File: config.mk
export PLATFORM = sky130hd
export DESIGN_NAME = id_ex_stage
export DESIGN_NICKNAME = d
export VERILOG_FILES = /design/src/rtl/riscv_pkg.sv /design/src/rtl/id_ex_stage_alu_decoder.sv /design/src/rtl/id_ex_stage.sv
export SDC_FILE = /design/constraint.sdc
export NUM_CORES = 1
export LEC_CHECK = 0
export BUFFER_PORTS_ARGS = -buffer_cell sky130_fd_sc_hd__buf_2
export CAP_MARGIN = 20
export CORE_MARGIN = 2
export CORE_UTILIZATION = 40
export DETAILED_ROUTE_END_ITERATION = 10
export MAX_ROUTING_LAYER = met4
export PLACE_DENSITY = 0.71
export SLEW_MARGIN = 20
export SYNTH_ARGS = -nofsm -noshare
export SYNTH_HDL_FRONTEND = slang
export SYNTH_SLANG_ARGS = --single-unit
File: constraint.sdc
create_clock -name clk -period 3.2 [get_ports clk]
set_input_delay 0.16 -clock clk [delete_from_list [all_inputs] [get_ports clk]]
set_output_delay 0.16 -clock clk [all_outputs]
set_load 0.1 [all_outputs]
File: src/rtl/riscv_pkg.sv
// -----------------------------------------------------------------------------
// riscv_pkg
//   Shared encodings for the execute front end.
//   - ALU_* : 4-bit ALU opcodes that the ALU decodes.
//   - op_class_e : coarse instruction class produced by the decoder.
//   - fwd_sel_e : operand source select for the forwarding network.
// -----------------------------------------------------------------------------
package riscv_pkg;

   localparam logic [3:0] ALU_AND  = 4'b0000;
   localparam logic [3:0] ALU_OR   = 4'b0001;
   localparam logic [3:0] ALU_ADD  = 4'b0010;
   localparam logic [3:0] ALU_SUB  = 4'b0110;
   localparam logic [3:0] ALU_SLT  = 4'b0111;
   localparam logic [3:0] ALU_SLTU = 4'b1000;
   localparam logic [3:0] ALU_XOR  = 4'b1001;
   localparam logic [3:0] ALU_SLL  = 4'b1010;
   localparam logic [3:0] ALU_SRL  = 4'b1011;
   localparam logic [3:0] ALU_SRA  = 4'b1100;

   typedef enum logic [2:0] {
      OP_R      = 3'd0,
      OP_I      = 3'd1,
      OP_LUI    = 3'd2,
      OP_AUIPC  = 3'd3,
      OP_LOAD   = 3'd4,
      OP_STORE  = 3'd5,
      OP_BRANCH = 3'd6,
      OP_JUMP   = 3'd7
   } op_class_e;

   typedef enum logic [1:0] {
      FWD_REG = 2'd0,
      FWD_MEM = 2'd1,
      FWD_WB  = 2'd2
   } fwd_sel_e;

endpackage

File: src/rtl/id_ex_stage_alu_decoder.sv
// -----------------------------------------------------------------------------
// alu_decoder
//   Combinational translation of op class / funct3 / funct7[5] into the
//   4-bit ALU opcode that is registered into ID/EX.
// Ports
//   op_class    in  3  instruction class (op_class_e encoding)
//   funct3      in  3  funct3 field
//   funct7b5    in  1  instr[30]
//   alu_control out 4  ALU opcode (ALU_* encodings)
// -----------------------------------------------------------------------------
module alu_decoder
   import riscv_pkg::*;
(
   input  logic [2:0] op_class,
   input  logic [2:0] funct3,
   input  logic       funct7b5,
   output logic [3:0] alu_control
);

   op_class_e cls;
   assign cls = op_class_e'(op_class);

   always_comb begin
      alu_control = ALU_ADD;
      case (cls)
         OP_R, OP_I: begin
            case (funct3)
               // Immediate forms have no SUBI: instr[30] is part of the immediate.
               3'b000:  alu_control = (cls == OP_R && funct7b5) ? ALU_SUB : ALU_ADD;
               3'b001:  alu_control = ALU_SLL;
               3'b010:  alu_control = ALU_SLT;
               3'b011:  alu_control = ALU_SLTU;
               3'b100:  alu_control = ALU_XOR;
               // SRAI keeps instr[30] as a shift-type bit, so both forms honour it.
               3'b101:  alu_control = funct7b5 ? ALU_SRA : ALU_SRL;
               3'b110:  alu_control = ALU_OR;
               default: alu_control = ALU_AND;
            endcase
         end
         OP_BRANCH: begin
            case (funct3[2:1])
               2'b00:   alu_control = ALU_SUB;   // BEQ/BNE
               2'b10:   alu_control = ALU_SLT;   // BLT/BGE
               2'b11:   alu_control = ALU_SLTU;  // BLTU/BGEU
               default: alu_control = ALU_ADD;   // unused encodings
            endcase
         end
         default: alu_control = ALU_ADD;
      endcase
   end

endmodule

File: src/rtl/id_ex_stage.sv
// -----------------------------------------------------------------------------
// id_ex_stage
//   ID/EX pipeline register plus operand selection feeding the ALU.
//   Decoded fields are captured on the rising edge (ALU opcode is decoded at
//   capture); MEM/WB results are forwarded combinationally into both source
//   operands using the registered source indices.
// Ports
//   clk, rst_n                        clock, async active-low reset
//   stall, flush                      hazard unit: hold / insert bubble
//   id_*                              decoded instruction from ID
//   mem_fwd_en, mem_rd, mem_result    MEM-stage forwarding source
//   wb_fwd_en, wb_rd, wb_result       WB-stage forwarding source
//   alu_a, alu_b, alu_control         ALU operands and opcode
//   ex_valid, ex_reg_write, ex_rd     EX control
//   ex_pc, ex_store_data, ex_funct3   EX side data for branch/memory
// -----------------------------------------------------------------------------
module id_ex_stage
   import riscv_pkg::*;
#(
   parameter int XLEN       = 32,
   parameter int REG_ADDR_W = 5
)(
   input  logic                  clk,
   input  logic                  rst_n,
   input  logic                  stall,
   input  logic                  flush,
   input  logic                  id_valid,
   input  logic [XLEN-1:0]       id_pc,
   input  logic [XLEN-1:0]       id_rs1_data,
   input  logic [XLEN-1:0]       id_rs2_data,
   input  logic [XLEN-1:0]       id_imm,
   input  logic [REG_ADDR_W-1:0] id_rs1,
   input  logic [REG_ADDR_W-1:0] id_rs2,
   input  logic [REG_ADDR_W-1:0] id_rd,
   input  logic [2:0]            id_op_class,
   input  logic [2:0]            id_funct3,
   input  logic                  id_funct7b5,
   input  logic                  id_reg_write,
   input  logic                  mem_fwd_en,
   input  logic [REG_ADDR_W-1:0] mem_rd,
   input  logic [XLEN-1:0]       mem_result,
   input  logic                  wb_fwd_en,
   input  logic [REG_ADDR_W-1:0] wb_rd,
   input  logic [XLEN-1:0]       wb_result,
   output logic [XLEN-1:0]       alu_a,
   output logic [XLEN-1:0]       alu_b,
   output logic [3:0]            alu_control,
   output logic                  ex_valid,
   output logic                  ex_reg_write,
   output logic [REG_ADDR_W-1:0] ex_rd,
   output logic [XLEN-1:0]       ex_pc,
   output logic [XLEN-1:0]       ex_store_data,
   output logic [2:0]            ex_funct3
);

   logic [3:0] dec_control;

   alu_decoder u_alu_decoder (
      .op_class    (id_op_class),
      .funct3      (id_funct3),
      .funct7b5    (id_funct7b5),
      .alu_control (dec_control)
   );

   // ---------------- ID/EX register boundary ----------------
   logic                  valid_p1;
   logic                  reg_write_p1;
   logic [REG_ADDR_W-1:0] rd_p1;
   logic [REG_ADDR_W-1:0] rs1_p1;
   logic [REG_ADDR_W-1:0] rs2_p1;
   logic [XLEN-1:0]       pc_p1;
   logic [XLEN-1:0]       rs1_data_p1;
   logic [XLEN-1:0]       rs2_data_p1;
   logic [XLEN-1:0]       imm_p1;
   op_class_e             op_class_p1;
   logic [2:0]            funct3_p1;
   logic [3:0]            control_p1;

   always_ff @(posedge clk or negedge rst_n) begin
      if (!rst_n) begin
         valid_p1     <= 1'b0;
         reg_write_p1 <= 1'b0;
         rd_p1        <= '0;
         rs1_p1       <= '0;
         rs2_p1       <= '0;
         pc_p1        <= '0;
         rs1_data_p1  <= '0;
         rs2_data_p1  <= '0;
         imm_p1       <= '0;
         op_class_p1  <= OP_R;
         funct3_p1    <= '0;
         control_p1   <= ALU_ADD;
      end else if (flush) begin
         // Bubble: source indices cleared too so a dead slot never pulls in
         // forwarded values.
         valid_p1     <= 1'b0;
         reg_write_p1 <= 1'b0;
         rd_p1        <= '0;
         rs1_p1       <= '0;
         rs2_p1       <= '0;
         control_p1   <= ALU_ADD;
      end else if (!stall) begin
         valid_p1     <= id_valid;
         reg_write_p1 <= id_reg_write & id_valid;
         rd_p1        <= id_rd;
         rs1_p1       <= id_rs1;
         rs2_p1       <= id_rs2;
         pc_p1        <= id_pc;
         rs1_data_p1  <= id_rs1_data;
         rs2_data_p1  <= id_rs2_data;
         imm_p1       <= id_imm;
         op_class_p1  <= op_class_e'(id_op_class);
         funct3_p1    <= id_funct3;
         control_p1   <= dec_control;
      end
   end

   // Younger producer (MEM) wins over older (WB); x0 is never a forward target.
   function automatic fwd_sel_e fwd_select(
      input logic [REG_ADDR_W-1:0] rs,
      input logic                  m_en,
      input logic [REG_ADDR_W-1:0] m_rd,
      input logic                  w_en,
      input logic [REG_ADDR_W-1:0] w_rd
   );
      fwd_sel_e sel;
      sel = FWD_REG;
      if (rs != '0) begin
         if (m_en && m_rd == rs)
            sel = FWD_MEM;
         else if (w_en && w_rd == rs)
            sel = FWD_WB;
      end
      return sel;
   endfunction

   fwd_sel_e        sel_rs1;
   fwd_sel_e        sel_rs2;
   logic [XLEN-1:0] fwd_rs1;
   logic [XLEN-1:0] fwd_rs2;

   assign sel_rs1 = fwd_select(rs1_p1, mem_fwd_en, mem_rd, wb_fwd_en, wb_rd);
   assign sel_rs2 = fwd_select(rs2_p1, mem_fwd_en, mem_rd, wb_fwd_en, wb_rd);

   always_comb begin
      fwd_rs1 = rs1_data_p1;
      case (sel_rs1)
         FWD_MEM: fwd_rs1 = mem_result;
         FWD_WB:  fwd_rs1 = wb_result;
         default: fwd_rs1 = rs1_data_p1;
      endcase
   end

   always_comb begin
      fwd_rs2 = rs2_data_p1;
      case (sel_rs2)
         FWD_MEM: fwd_rs2 = mem_result;
         FWD_WB:  fwd_rs2 = wb_result;
         default: fwd_rs2 = rs2_data_p1;
      endcase
   end

   always_comb begin
      alu_a = fwd_rs1;
      case (op_class_p1)
         OP_LUI:           alu_a = '0;
         OP_AUIPC, OP_JUMP: alu_a = pc_p1;
         default:          alu_a = fwd_rs1;
      endcase
   end

   always_comb begin
      alu_b = imm_p1;
      case (op_class_p1)
         OP_R, OP_BRANCH: alu_b = fwd_rs2;
         default:         alu_b = imm_p1;
      endcase
   end

   assign alu_control   = control_p1;
   assign ex_valid      = valid_p1;
   assign ex_reg_write  = reg_write_p1 & valid_p1;
   assign ex_rd         = rd_p1;
   assign ex_pc         = pc_p1;
   assign ex_store_data = fwd_rs2;
   assign ex_funct3     = funct3_p1;

endmodule

==> key figures, run 1 <==
STA
  • Worst slew pin tran: approximately 0.72 ns
  • Final Hold Fails: 0
  • RSZ-0062 raised after global routing: yes
  • Final period utilization: 100.1%
  • Worst hold slack: around 0.038 ns
  • Peak Freq: approximately 310 MHz
  • Clock skew: 0 ns
  • Final Slew Violations: 0
  • Setup Total Neg Slack: -0.001677 ns
  • Minimum clock period after layout: between 3 and 4 ns
  • Final setup vio count: 1
  • Relative slew margins: between 50 and 60%
  • Final WS setup: -0.001677 ns

Global routing
  • GRT Overall Usage: about a third
  • Pin count of the biggest net entering global routing: 80
  • Antenna violations before repair: 3
  • Grt total ovfl: 0
  • Global-route wire length before repair: just over 50 mm
  • Vias in the first global route: between 8000 and 9000

Synth
  • Synth top area cells: dfrtp_1 (47%), mux2_2 (22%), a22oi_1 (5.9%)
  • Post-synthesis sequential area ratio: between 40% and 50%
  • Post-Syn Nets: roughly 960
  • Top_reg_cell synth: dfrtp_1
  • Area of the mapped netlist: 0.008214 mm²
  • Share of flip-flops with an asynchronous set or reset: 100.0%
  • Syn Area/Cell: approximately 11 µm²
  • Post-synthesis cell type count: 47
  • Synth warn: 0
  • Cell taking the most area after synthesis: dfrtp_1
  • Yosys top cell area share: around 47%
  • Cell count after synthesis: approximately 730
  • EDFF count, synth: 0
  • Yosys reg bits: around 160

Floorplan
  • Die height: 147.3 µm
  • Die Area: 0.02170 mm²
  • Core Rows: between 50 and 60
  • Core Area: 0.02017 mm²
  • I/O pins: approximately 370
  • Chip width: 147.3 µm
  • Initial Utilization: 40.73%

Routing
  • WL/cell: between 20 and 25 µm
  • DRT antenna net count: 0
  • Detailed Routing Iterations Pass 1: 5
  • Final WL: about 34 mm
  • Via count: roughly 8400
  • DR vias/cell: 5.486
  • Drt first-iter violations: ~480
  • Drt drc: 0

Critical path
  • Critical path class: reg2out
  • CP arrival: a little over 3 ns
  • Setup crit end kind: primary output
  • RR Endpoint: rs2_p1[2]$_DFFE_PN0P_
  • CP required: roughly 3.0 ns
  • Startpoint types: flip-flop
  • Top delay family on crit path: simple AND/OR/NAND/NOR gates
  • Reg-to-Reg Start: rs2_p1[2]$_DFFE_PN0P_
  • R2r worst-path depth: 4
  • Critical Path Max Stage Delay: around 0.56 ns
  • Critical-path top delay cell: or4_4
  • Worst path bufs/invs: 2
  • Crit path cell chain: or4_4 -> nand2_2 -> a2111oi_2 -> and4b_2 -> ha_4 -> buf_16 -> a22oi_2 -> o21ai_4 -> mux2_4 -> buf_12
  • Reg2reg setup slack: around 2.2 ns
  • Max FO, Critical Path: 16

Final layout
  • Most frequent cells in the layout: buf_2 (276), dfrtp_1 (150), dlygate4sd3_1 (146), mux2_2 (135), buf_12 (107)
  • Filler instances: 1235
  • Fraction of layout cells with a size suffix above 1: between 50 and 60%
  • Share of the core filled with cells: 74.32%
  • Synth-to-Final Area Change: 82.48%
  • FF+latch area: between 0.003 and 0.004 mm²
  • Fin nets: ~1500
  • Area of the multi-input gates: between 0.004 and 0.005 mm²
  • Finished Cell Area: about 0.015 mm²
  • Most common cell after layout, fill and taps aside: buf_2

Clocking
  • Max Root-Sink Buffers: 2
  • Worst skew pair latency: 0.43 ns
  • CTS Sinks: 155
  • Clk slew on worst S/H paths: approximately 0.06 ns
  • CTS Buf Count: 17
  • H-tree depth: 4
  • CTS tree: built
  • Root buf cell: clkbuf_16

Outcome
  • Outcome: finished with violations
  • Failing checks: setup timing

Worst hold path
  • Hold Crit Class: in2reg
  • Min-delay src: id_op_class[0]
  • Hold depth: 2
  • Worst Hold End: op_class_p1[0]$_DFFE_PN0P_

Power and ir drop
  • Pleak: 6.713 nW
  • Power Density: roughly 670 mW/mm²
  • Tot Pwr: between 0.01 and 0.015 W
  • Peak supply drop: just under 0.5 mV

Placed design
  • GPL Wtd Cong: 0.9443
  • Post-DP Area: between 0.01 and 0.015 mm²
  • Port bufs: 373
  • Detail Placement HPWL: between 20 and 25 mm

Flow run
  • Maxcap violations: 0
[area by class of cell]
cell class                 instances  area share (%)
timing repair buffer             566           35.83
multi-input combinational        508           31.77
sequential                       155           25.92
clock buffer                      19           3.022
tap                              270           2.254
clock inverter                    12           1.085
inverter                           3         0.07513
antenna                            3         0.05008
[metal layers]
layer / routed length (µm) / vias up / global-route usage, % / part of all wire, %
li1: - / 3718 / - / -
met5: 0 / - / - / 0
met1: 13510 / 4118 / 39.09 / 40
met2: 16940 / 485 / 50.47 / 50
met3: 2354 / 106 / 6.553 / 6.9
met4: 1312 / 0 / 12.60 / 3.8
[per-stage QoR]
| stage | setup slack [ns] | instances |
|---|---|---|
| 3_3_place_gp | 0.2083 | 1326 |
| 4_1_cts | -0.03313 | 1518 |
| 2_1_floorplan | -0.1904 | 725 |
| 6_report | -0.001677 | 1536 |
| 5_1_grt | -0.1268 | 1536 |
| 3_5_place_dp | 0.1270 | 1326 |
[power by group]
part / total [W] / internal, W / switching, W
combinational: 0.00547 / 0.00193 / 0.00354
clock: 0.00216 / 0.00128 / 0.000879
sequential: 0.00241 / 0.00223 / 0.000184
total: 0.0100 / 0.00543 / 0.00460
[flip-flops by register name, indices dropped and copies added (netlist names)]
| register | cells |
|---|---|
| alu_control | 4 |
| ex_rd | 5 |
| rs2_p1 | 5 |
| ex_valid | 1 |
| op_class_p1 | 3 |
| rs2_data_p1 | 32 |
| rs1_data_p1 | 32 |
| ex_pc | 32 |
| ex_funct3 | 3 |
| rs1_p1 | 5 |
| imm_p1 | 32 |
| reg_write_p1 | 1 |
[worst register-to-register path: stages, from the launching register on]
cell	delay [ns]
dfrtp_2	0.43
buf_4	0.15
buf_4	0.13
mux2i_1	0.15
nor2_1	0.05
[cells by family after synthesis]
| kind of cell | after synthesis | share of synthesized area (%) |
|---|---|---|
| buffers and inverters | 62 | 4.037 |
| multiplexers | 180 | 24.43 |
| adder cells (fa/ha/maj) | 4 | 0.6093 |
| XOR/XNOR | 19 | 2.026 |
| flip-flops | 155 | 47.24 |
| AND/OR/NAND/NOR | 123 | 6.718 |
| AO/OA/AOI/OAI | 182 | 14.94 |
[how the worst max path moves through the flow]
stage / end / depth (start not counted) / startpoint / slack, ns
after floorplan: alu_b[0] / 7 / rs2_p1[1]$_DFFE_PN0P_ / -0.19
after global placement: alu_a[21] / 10 / rs1_p1[2]$_DFFE_PN0P_ / 0.21
after detailed placement: alu_a[29] / 8 / rs1_p1[2]$_DFFE_PN0P_ / 0.13
after CTS: alu_b[25] / 10 / rs2_p1[4]$_DFFE_PN0P_ / -0.03
after global routing: alu_b[25] / 9 / rs2_p1[1]$_DFFE_PN0P_ / -0.13
final: alu_b[1] / 10 / rs2_p1[2]$_DFFE_PN0P_ / -0.002
[Yosys cell counts (2+ instances only)]
library cell  instances
mux2i_1              16
a22o_1               32
mux2_1                2
nor2_1               23
xor2_1               13
a21oi_1               5
buf_4                 5
xnor2_1               6
inv_1                 3
mux2_2              162
nand3_1               2
o21a_1                2
nor2b_1               3
buf_6                 8
ha_1                  4
and2_1                2
nor4_1                2
clkbuf_1             30
buf_2                16
o21ai_0              69
nand4b_1              2
a22oi_1              65
nor3_1                3
dfrtp_1             154
or2_1                 3
nand2_1              72
[repair_timing]
action,4_1_cts,5_1_grt
pin swaps,14,28
resized for setup,40,42
gates cloned,1,3
buffers inserted,14,12
endpoints found under the setup margin,70,53
hold buffers,146,0
hold endpoints to repair,206,0
Power figures use the tool's default switching activity.
==> inputs of run 2 (changes only) <==
- BUFFER_PORTS_ARGS: -buffer_cell sky130_fd_sc_hd__buf_2 -> not set
- CELL_PAD_IN_SITES_DETAIL_PLACEMENT: not set -> 0
- CELL_PAD_IN_SITES_GLOBAL_PLACEMENT: not set -> 1
- DONT_BUFFER_PORTS: not set -> 1
- PLACE_DENSITY: 0.71 -> 0.7
==> key figures, run 2 (same netlist as run 1, synthesis figures left out) <==
Outcome
  • Outcome: finished with violations (unchanged)
  • Failing checks: hold timing, setup timing (was setup timing)

Placed design
  • Port bufs: 0 (was 373)
  • GPL Wtd Cong: 0.9347 (was 0.9443)
  • Detail Placement HPWL: 21.60 mm (was 22.17 mm)

Floorplan
  • Die Area: 0.02170 mm² (unchanged)
  • Die height: 147.3 µm (unchanged)
  • Chip width: 147.3 µm (unchanged)
  • Core Area: 0.02017 mm² (unchanged)
  • Initial Utilization: 40.73% (unchanged)
  • Core Rows: 52 (unchanged)
  • I/O pins: 374 (unchanged)

Power and ir drop
  • Switching pwr: 0.004470 W (was 0.004602 W)
  • Power Density: 714.2 mW/mm² (was 669.2 mW/mm²)
  • Peak supply drop: 0.5093 mV (was 0.4938 mV)
  • Tot Pwr: 0.009567 W (was 0.01003 W)
  • Cell Int Power: 0.005096 W (was 0.005428 W)
  • Reg power frac: 29.8% (was 24.0%)
  • Switching fraction of total power: 46.73% (was 45.88%)
  • Pleak: 5.519 nW (was 6.713 nW)
  • Proportion of power drawn by the clock network: 22.6% (was 21.5%)
  • Comb power frac: 47.7% (was 54.5%)

STA
  • Clock skew: 0 ns (unchanged)
  • Minimum clock period after layout: 3.263 ns (was 3.202 ns)
  • Final period utilization: 102.0% (was 100.1%)
  • Final Hold Fails: 155 (was 0)
  • Final Slew Violations: 0 (unchanged)
  • Peak Freq: 306.4 MHz (was 312.3 MHz)
  • Worst slew pin tran: 0.9851 ns (was 0.7222 ns)
  • RSZ-0062 raised after global routing: yes (unchanged)
  • Final WS setup: -0.06349 ns (was -0.001677 ns)
  • Final setup vio count: 9 (was 1)
  • Worst hold slack: -0.5801 ns (was 0.03838 ns)
  • Relative slew margins: 34.33% (was 51.86%)

Routing
  • WL/cell: 25.95 µm (was 22.21 µm)
  • Drt drc: 0 (unchanged)
  • Detailed Routing Iterations Pass 1: 5 (unchanged)
  • DR vias/cell: 5.705 (was 5.486)
  • Via count: 7228 (was 8427)
  • DRT antenna net count: 0 (unchanged)
  • Final WL: 32.88 mm (was 34.11 mm)
  • Drt first-iter violations: 412 (was 475)

Final layout
  • Synth-to-Final Area Change: 63.06% (was 82.48%)
  • Diode count: 0 (was 3)
  • Most frequent cells in the layout: dlygate4sd3_1 (152), dfrtp_1 (150), mux2_2 (136), buf_12 (73), nand2_1 (66) (was buf_2 (276), dfrtp_1 (150), dlygate4sd3_1 (146), mux2_2 (135), buf_12 (107))
  • Fin nets: 1220 (was 1487)
  • Fraction of layout cells with a size suffix above 1: 47.14% (was 56.69%)
  • Most common cell after layout, fill and taps aside: dlygate4sd3_1 (was buf_2)

Critical path
  • Reg-to-Reg Start: alu_control[1]$_DFFE_PN1P_ (was rs2_p1[2]$_DFFE_PN0P_)
  • Critical Path Max Stage Delay: 0.42 ns (was 0.56 ns)
  • Startpoint types: flip-flop (unchanged)
  • CP required: 3.04 ns (about the same)
  • Max FO, Critical Path: 8 (was 16)
  • R2r worst-path depth: 4 (unchanged)
  • Worst Setup SP: rs1_p1[0]$_DFFE_PN0P_ (was rs2_p1[2]$_DFFE_PN0P_)
  • Crit path cell chain: xor2_1 -> nor4_2 -> nand3_1 -> or2_4 -> ha_4 -> buf_12 -> a22oi_1 -> o21ai_0 -> a22o_1 -> buf_12 (was or4_4 -> nand2_2 -> a2111oi_2 -> and4b_2 -> ha_4 -> buf_16 -> a22oi_2 -> o21ai_4 -> mux2_4 -> buf_12)
  • Reg2reg setup slack: 1.24 ns (was 2.16 ns)
  • RR Endpoint: alu_control[1]$_DFFE_PN1P_ (was rs2_p1[2]$_DFFE_PN0P_)
  • Worst Setup EP: alu_a[16] (was alu_b[1])
  • CP arrival: 3.10 ns (was 3.04 ns)
  • Cell mode on critical path: buf_12
  • Critical path class: reg2out (unchanged)
  • Critical-path top delay cell: dfrtp_1 (was or4_4)
  • Setup crit end kind: primary output (unchanged)

Global routing
  • Global-route wire length before repair: 46.55 mm (was 50.69 mm)
  • Antenna violations before repair: 0 (was 3)
  • GRT Overall Usage: 29.11% (was 31.47%)
  • Grt total ovfl: 0 (unchanged)
  • Pin count of the biggest net entering global routing: 156 (was 80)
  • Vias in the first global route: 7604 (was 8849)

Clocking
  • Cts hold-fix bufs: 153 (was 146)
  • Root buf cell: clkbuf_16 (unchanged)
  • H-tree depth: 4 (unchanged)
  • CTS Sinks: 155 (unchanged)
  • Max Root-Sink Buffers: 2 (unchanged)
  • Clk slew on worst S/H paths: 0.07 ns (was 0.06 ns)
  • CTS Buf Count: 17 (unchanged)
  • Worst skew pair latency: 0.43 ns (about the same)
  • CTS tree: built (unchanged)

Flow run
  • Maxcap violations: 0 (unchanged)

Worst hold path
  • Hold Crit Class: in2async (was in2reg)
[run 2: cell type report]
type | count | area [µm²]
Timing Repair Buffer | 299 | 3657
Inverter | 3 | 11.26
Fill cell | 1415 | 6775
Tap cell | 270 | 337.8
Sequential cell | 155 | 3885
Clock buffer | 18 | 429.2
Multi-Input combinational cell | 508 | 4888
Clock inverter | 14 | 185.2
[run 2: how the worst min path moves through the flow]
stage | start | to | slack [ns] | cells after the start
3_5_place_dp | rst_n | imm_p1[28]$_DFFE_PN0P_ | -0.13 | 0
4_1_cts | rst_n | ex_pc[1]$_DFFE_PN0P_ | -0.60 | 0
5_1_grt | rst_n | rs2_data_p1[27]$_DFFE_PN0P_ | -0.60 | 0
2_1_floorplan | rst_n | alu_control[0]$_DFFE_PN0P_ | -0.14 | 0
3_3_place_gp | rst_n | rs2_data_p1[31]$_DFFE_PN0P_ | -0.13 | 0
6_report | rst_n | rs2_data_p1[31]$_DFFE_PN0P_ | -0.58 | 0
[run 2: metrics by stage]
stage	cells	setup WS, ns	setup TNS, ns	instance area (µm²)	util (%)
final	1267	-0.06349	-0.2522	13390	66.41
after global routing	1267	-0.1521	-2.511	13390	66.41
after CTS	1249	-0.03464	-0.03864	12890	63.89
after detailed placement	1057	0.1702	0	10470	51.91
after global placement	1057	0.2682	0	10470	51.91
after floorplan	725	-0.1904	-4.155	8658	-
[run 2: power groups by stage]
| stage | combinational [W] | sequential (W) | clock [W] |
|---|---|---|---|
| floorplan | 0.00296 | 0.00291 | 0 |
| global placement | 0.00426 | 0.00285 | 0 |
| detailed placement | 0.00430 | 0.00287 | 0 |
| CTS | 0.00449 | 0.00283 | 0.00218 |
| global route | 0.00467 | 0.00288 | 0.00227 |
| finish | 0.00456 | 0.00285 | 0.00216 |
[run 2: worst max-delay path, delay by kind of cell, from the launching register on]
kind / cells / cell delay (ns)
and+or+nand+nor: 3 / 0.85
AOI/OAI and AO/OA: 3 / 0.67
DFF: 1 / 0.42
buffers and inverters: 2 / 0.33
xor gates and xnor gates: 1 / 0.20
adders and majority gates: 1 / 0.20
[run 2: repair_timing]
item | in CTS | in global routing
endpoints found under the setup margin | 67 | 91
buffers inserted | 7 | 14
gates cloned | 0 | 4
hold endpoints to repair | 310 | 155
gates resized for setup | 42 | 86
pin swaps | 9 | 26
[run 2: per-layer routing]
metal  vias up  share of wire (%)  GRT usage [%]
met1      3653                 40          35.22
met2       329                 50          48.13
met5         -                  0              -
met4         0                3.1          9.183
li1       3181                  -              -
met3        65                6.5          7.205
==> inputs of run 3 (changes only) <==
- clock period: 3.2 -> 3.5 ns (I/O delays scaled with it)
==> key figures, run 3 (same netlist as run 1, synthesis figures left out) <==
Outcome
  • Outcome: finished with violations (unchanged)
  • Failing checks: hold timing (was hold timing, setup timing)

Global routing
  • Pin count of the biggest net entering global routing: 156 (unchanged)
  • Global-route wire length before repair: 44.25 mm (was 46.55 mm)
  • Antenna violations before repair: 0 (unchanged)
  • Vias in the first global route: 7702 (was 7604)
  • GRT Overall Usage: 27.31% (was 29.11%)
  • Grt total ovfl: 0 (unchanged)

Clocking
  • CTS Buf Count: 17 (unchanged)
  • Root buf cell: clkbuf_16 (unchanged)
  • Max Root-Sink Buffers: 2 (unchanged)
  • Cts hold-fix bufs: 162 (was 153)
  • CTS Sinks: 155 (unchanged)
  • CTS tree: built (unchanged)
  • Clk slew on worst S/H paths: 0.07 ns (about the same)
  • Worst skew pair latency: 0.41 ns (was 0.43 ns)
  • H-tree depth: 4 (unchanged)

STA
  • Peak Freq: ~300 MHz
  • Setup Total Neg Slack: 0 ns (was -0.2522 ns)
  • Final Slew Violations: 0 (unchanged)
  • Final period utilization: between 90% and 100%
  • Final setup vio count: 0 (was 9)
  • Relative slew margins: 29.11% (was 34.33%)
  • RSZ-0062 raised after global routing: no (was yes)
  • Clock skew: 0 ns (unchanged)
  • Final Hold Fails: 155 (unchanged)
  • Worst hold slack: -0.5552 ns (was -0.5801 ns)
  • Minimum clock period after layout: between 3 and 4 ns
  • Worst slew pin tran: 1.063 ns (was 0.9851 ns)

Power and ir drop
  • Pleak: 5.151 nW (was 5.519 nW)
  • Power Density: 693.9 mW/mm² (was 714.2 mW/mm²)
  • Peak supply drop: 0.3490 mV (was 0.5093 mV)

Floorplan
  • Chip width: 147.3 µm (unchanged)
  • Die Area: 0.02170 mm² (unchanged)
  • Core Area: 0.02017 mm² (unchanged)
  • Core Rows: 52 (unchanged)
  • Die height: 147.3 µm (unchanged)
  • Initial Utilization: 40.73% (unchanged)
  • I/O pins: 374 (unchanged)

Final layout
  • Diode count: 0 (unchanged)
  • Most frequent cells in the layout: mux2_2 (162), dlygate4sd3_1 (162), dfrtp_1 (154), nand2_1 (72), buf_12 (67) (was dlygate4sd3_1 (152), dfrtp_1 (150), mux2_2 (136), buf_12 (73), nand2_1 (66))
  • Filler instances: 1562 (was 1415)
  • Finished Cell Area: 0.01236 mm² (was 0.01339 mm²)
  • Fin nets: 1194 (was 1220)
  • Finished Layout Cells: 1240 (was 1267)
  • Fraction of layout cells with a size suffix above 1: 35.98% (was 47.14%)
  • Synth-to-Final Area Change: 50.45% (was 63.06%)
  • Share of the core filled with cells: 61.27% (was 66.41%)

Routing
  • Final WL: 29.03 mm (was 32.88 mm)
  • Drt first-iter violations: 346 (was 412)
  • DR vias/cell: 5.709 (was 5.705)
  • Drt drc: 0 (unchanged)
  • WL/cell: 23.41 µm (was 25.95 µm)
  • Detailed Routing Iterations Pass 1: 5 (unchanged)
  • Via count: 7079 (was 7228)
  • DRT antenna net count: 0 (unchanged)

Critical path
  • CP arrival: 3.12 ns (was 3.10 ns)
  • Max FO, Critical Path: 32 (was 8)
  • Critical Path Max Stage Delay: 0.57 ns (was 0.42 ns)
  • Critical-path top delay cell: or4_4 (was dfrtp_1)
  • Reg2reg setup slack: 1.54 ns (was 1.24 ns)
  • Startpoint types: flip-flop (unchanged)
  • RR Endpoint: alu_control[0]$_DFFE_PN0P_ (was alu_control[1]$_DFFE_PN1P_)
  • Critical path class: reg2out (unchanged)
  • CP required: 3.32 ns (was 3.04 ns)
  • Crit path cell chain: or4_4 -> o21ai_0 -> ha_4 -> a22oi_1 -> o21ai_2 -> mux2_2 -> buf_12 (was xor2_1 -> nor4_2 -> nand3_1 -> or2_4 -> ha_4 -> buf_12 -> a22oi_1 -> o21ai_0 -> a22o_1 -> buf_12)
  • Setup crit end kind: primary output (unchanged)
  • Worst path bufs/invs: 1 (was 2)
  • Top delay family on crit path: compound AO/OA/AOI/OAI gates (was simple AND/OR/NAND/NOR gates)
  • Reg-to-Reg Start: alu_control[0]$_DFFE_PN0P_ (was alu_control[1]$_DFFE_PN1P_)
  • R2r worst-path depth: 3 (was 4)

Worst hold path
  • Hold Crit Class: in2async (unchanged)

Placed design
  • Port bufs: 0 (unchanged)
  • GPL Wtd Cong: 0.9321 (was 0.9347)
  • Dpl cells: 1047 (was 1057)
  • Detail Placement HPWL: 19.82 mm (was 21.60 mm)
  • Post-DP Area: 0.01008 mm² (was 0.01047 mm²)

Flow run
  • Maxcap violations: 0 (unchanged)
-- run 3: changes by cell type in the layout (fill, tap and decap cells not counted), sizes merged --
| cell | change |
|---|---|
| bufinv | +1 |
| clkinvlp | +1 |
| inv | -2 |
| clkbuf | -4 |
| dlygate4sd3 | +10 |
| clkinv | -1 |
| buf | -32 |
-- run 3: per-stage QoR --
step | setup slack [ns] | total power (W)
final | 0.2032 | 0.008575
after global routing | 0.03832 | 0.008840
after CTS | 0.1709 | 0.008603
after detailed placement | 0.3678 | 0.006439
after global placement | 0.4196 | 0.006393
after floorplan | -0.5828 | 0.005224
-- run 3: worst max-delay path by stage --
stage                                from   endpoint  slack (ns)  cells after the start
floorplan           rs2_p1[1]$_DFFE_PN0P_   alu_b[0]       -0.58                      9
global placement    rs2_p1[0]$_DFFE_PN0P_  alu_b[28]        0.42                      9
detailed placement  rs2_p1[0]$_DFFE_PN0P_  alu_b[28]        0.37                      9
CTS                 rs2_p1[1]$_DFFE_PN0P_  alu_b[28]        0.17                      7
global route        rs2_p1[0]$_DFFE_PN0P_  alu_b[28]        0.04                      9
finish              rs2_p1[1]$_DFFE_PN0P_  alu_b[28]        0.20                      7
-- run 3: per-layer routing --
layer | track usage, % | wire, µm | vias up
met4 | 10.24 | 790 | 0
met1 | 31.88 | 11230 | 3507
met5 | - | 0 | -
li1 | - | - | 3124
met2 | 45.14 | 14670 | 386
met3 | 7.516 | 2327 | 62
-- run 3: cell type report --
cell class,instances,area [µm²],area share (%)
well taps,270,337.8,2.734
inverters,3,11.26,0.09112
flip-flops and latches,155,3880,31.40
clock inverters,13,190.2,1.539
multi-input cells,508,4207,34.04
clock buffers,18,439.2,3.554
repair buffers,273,3293,26.65
-- run 3: repair_timing --
item                                   4_1_cts  5_1_grt
buffers inserted                             0        0
setup endpoints to repair                    2        1
endpoints found under the hold margin      310      155
gates resized for setup                      1        2
-- run 3: power breakdown --
group / total (W) / internal (W) / leakage (nW) / switching [W]
clock: 0.00199 / 0.00122 / 0.295 / 0.000775
sequential: 0.00265 / 0.00202 / 1.85 / 0.000624
combinational: 0.00394 / 0.00138 / 3.00 / 0.00255
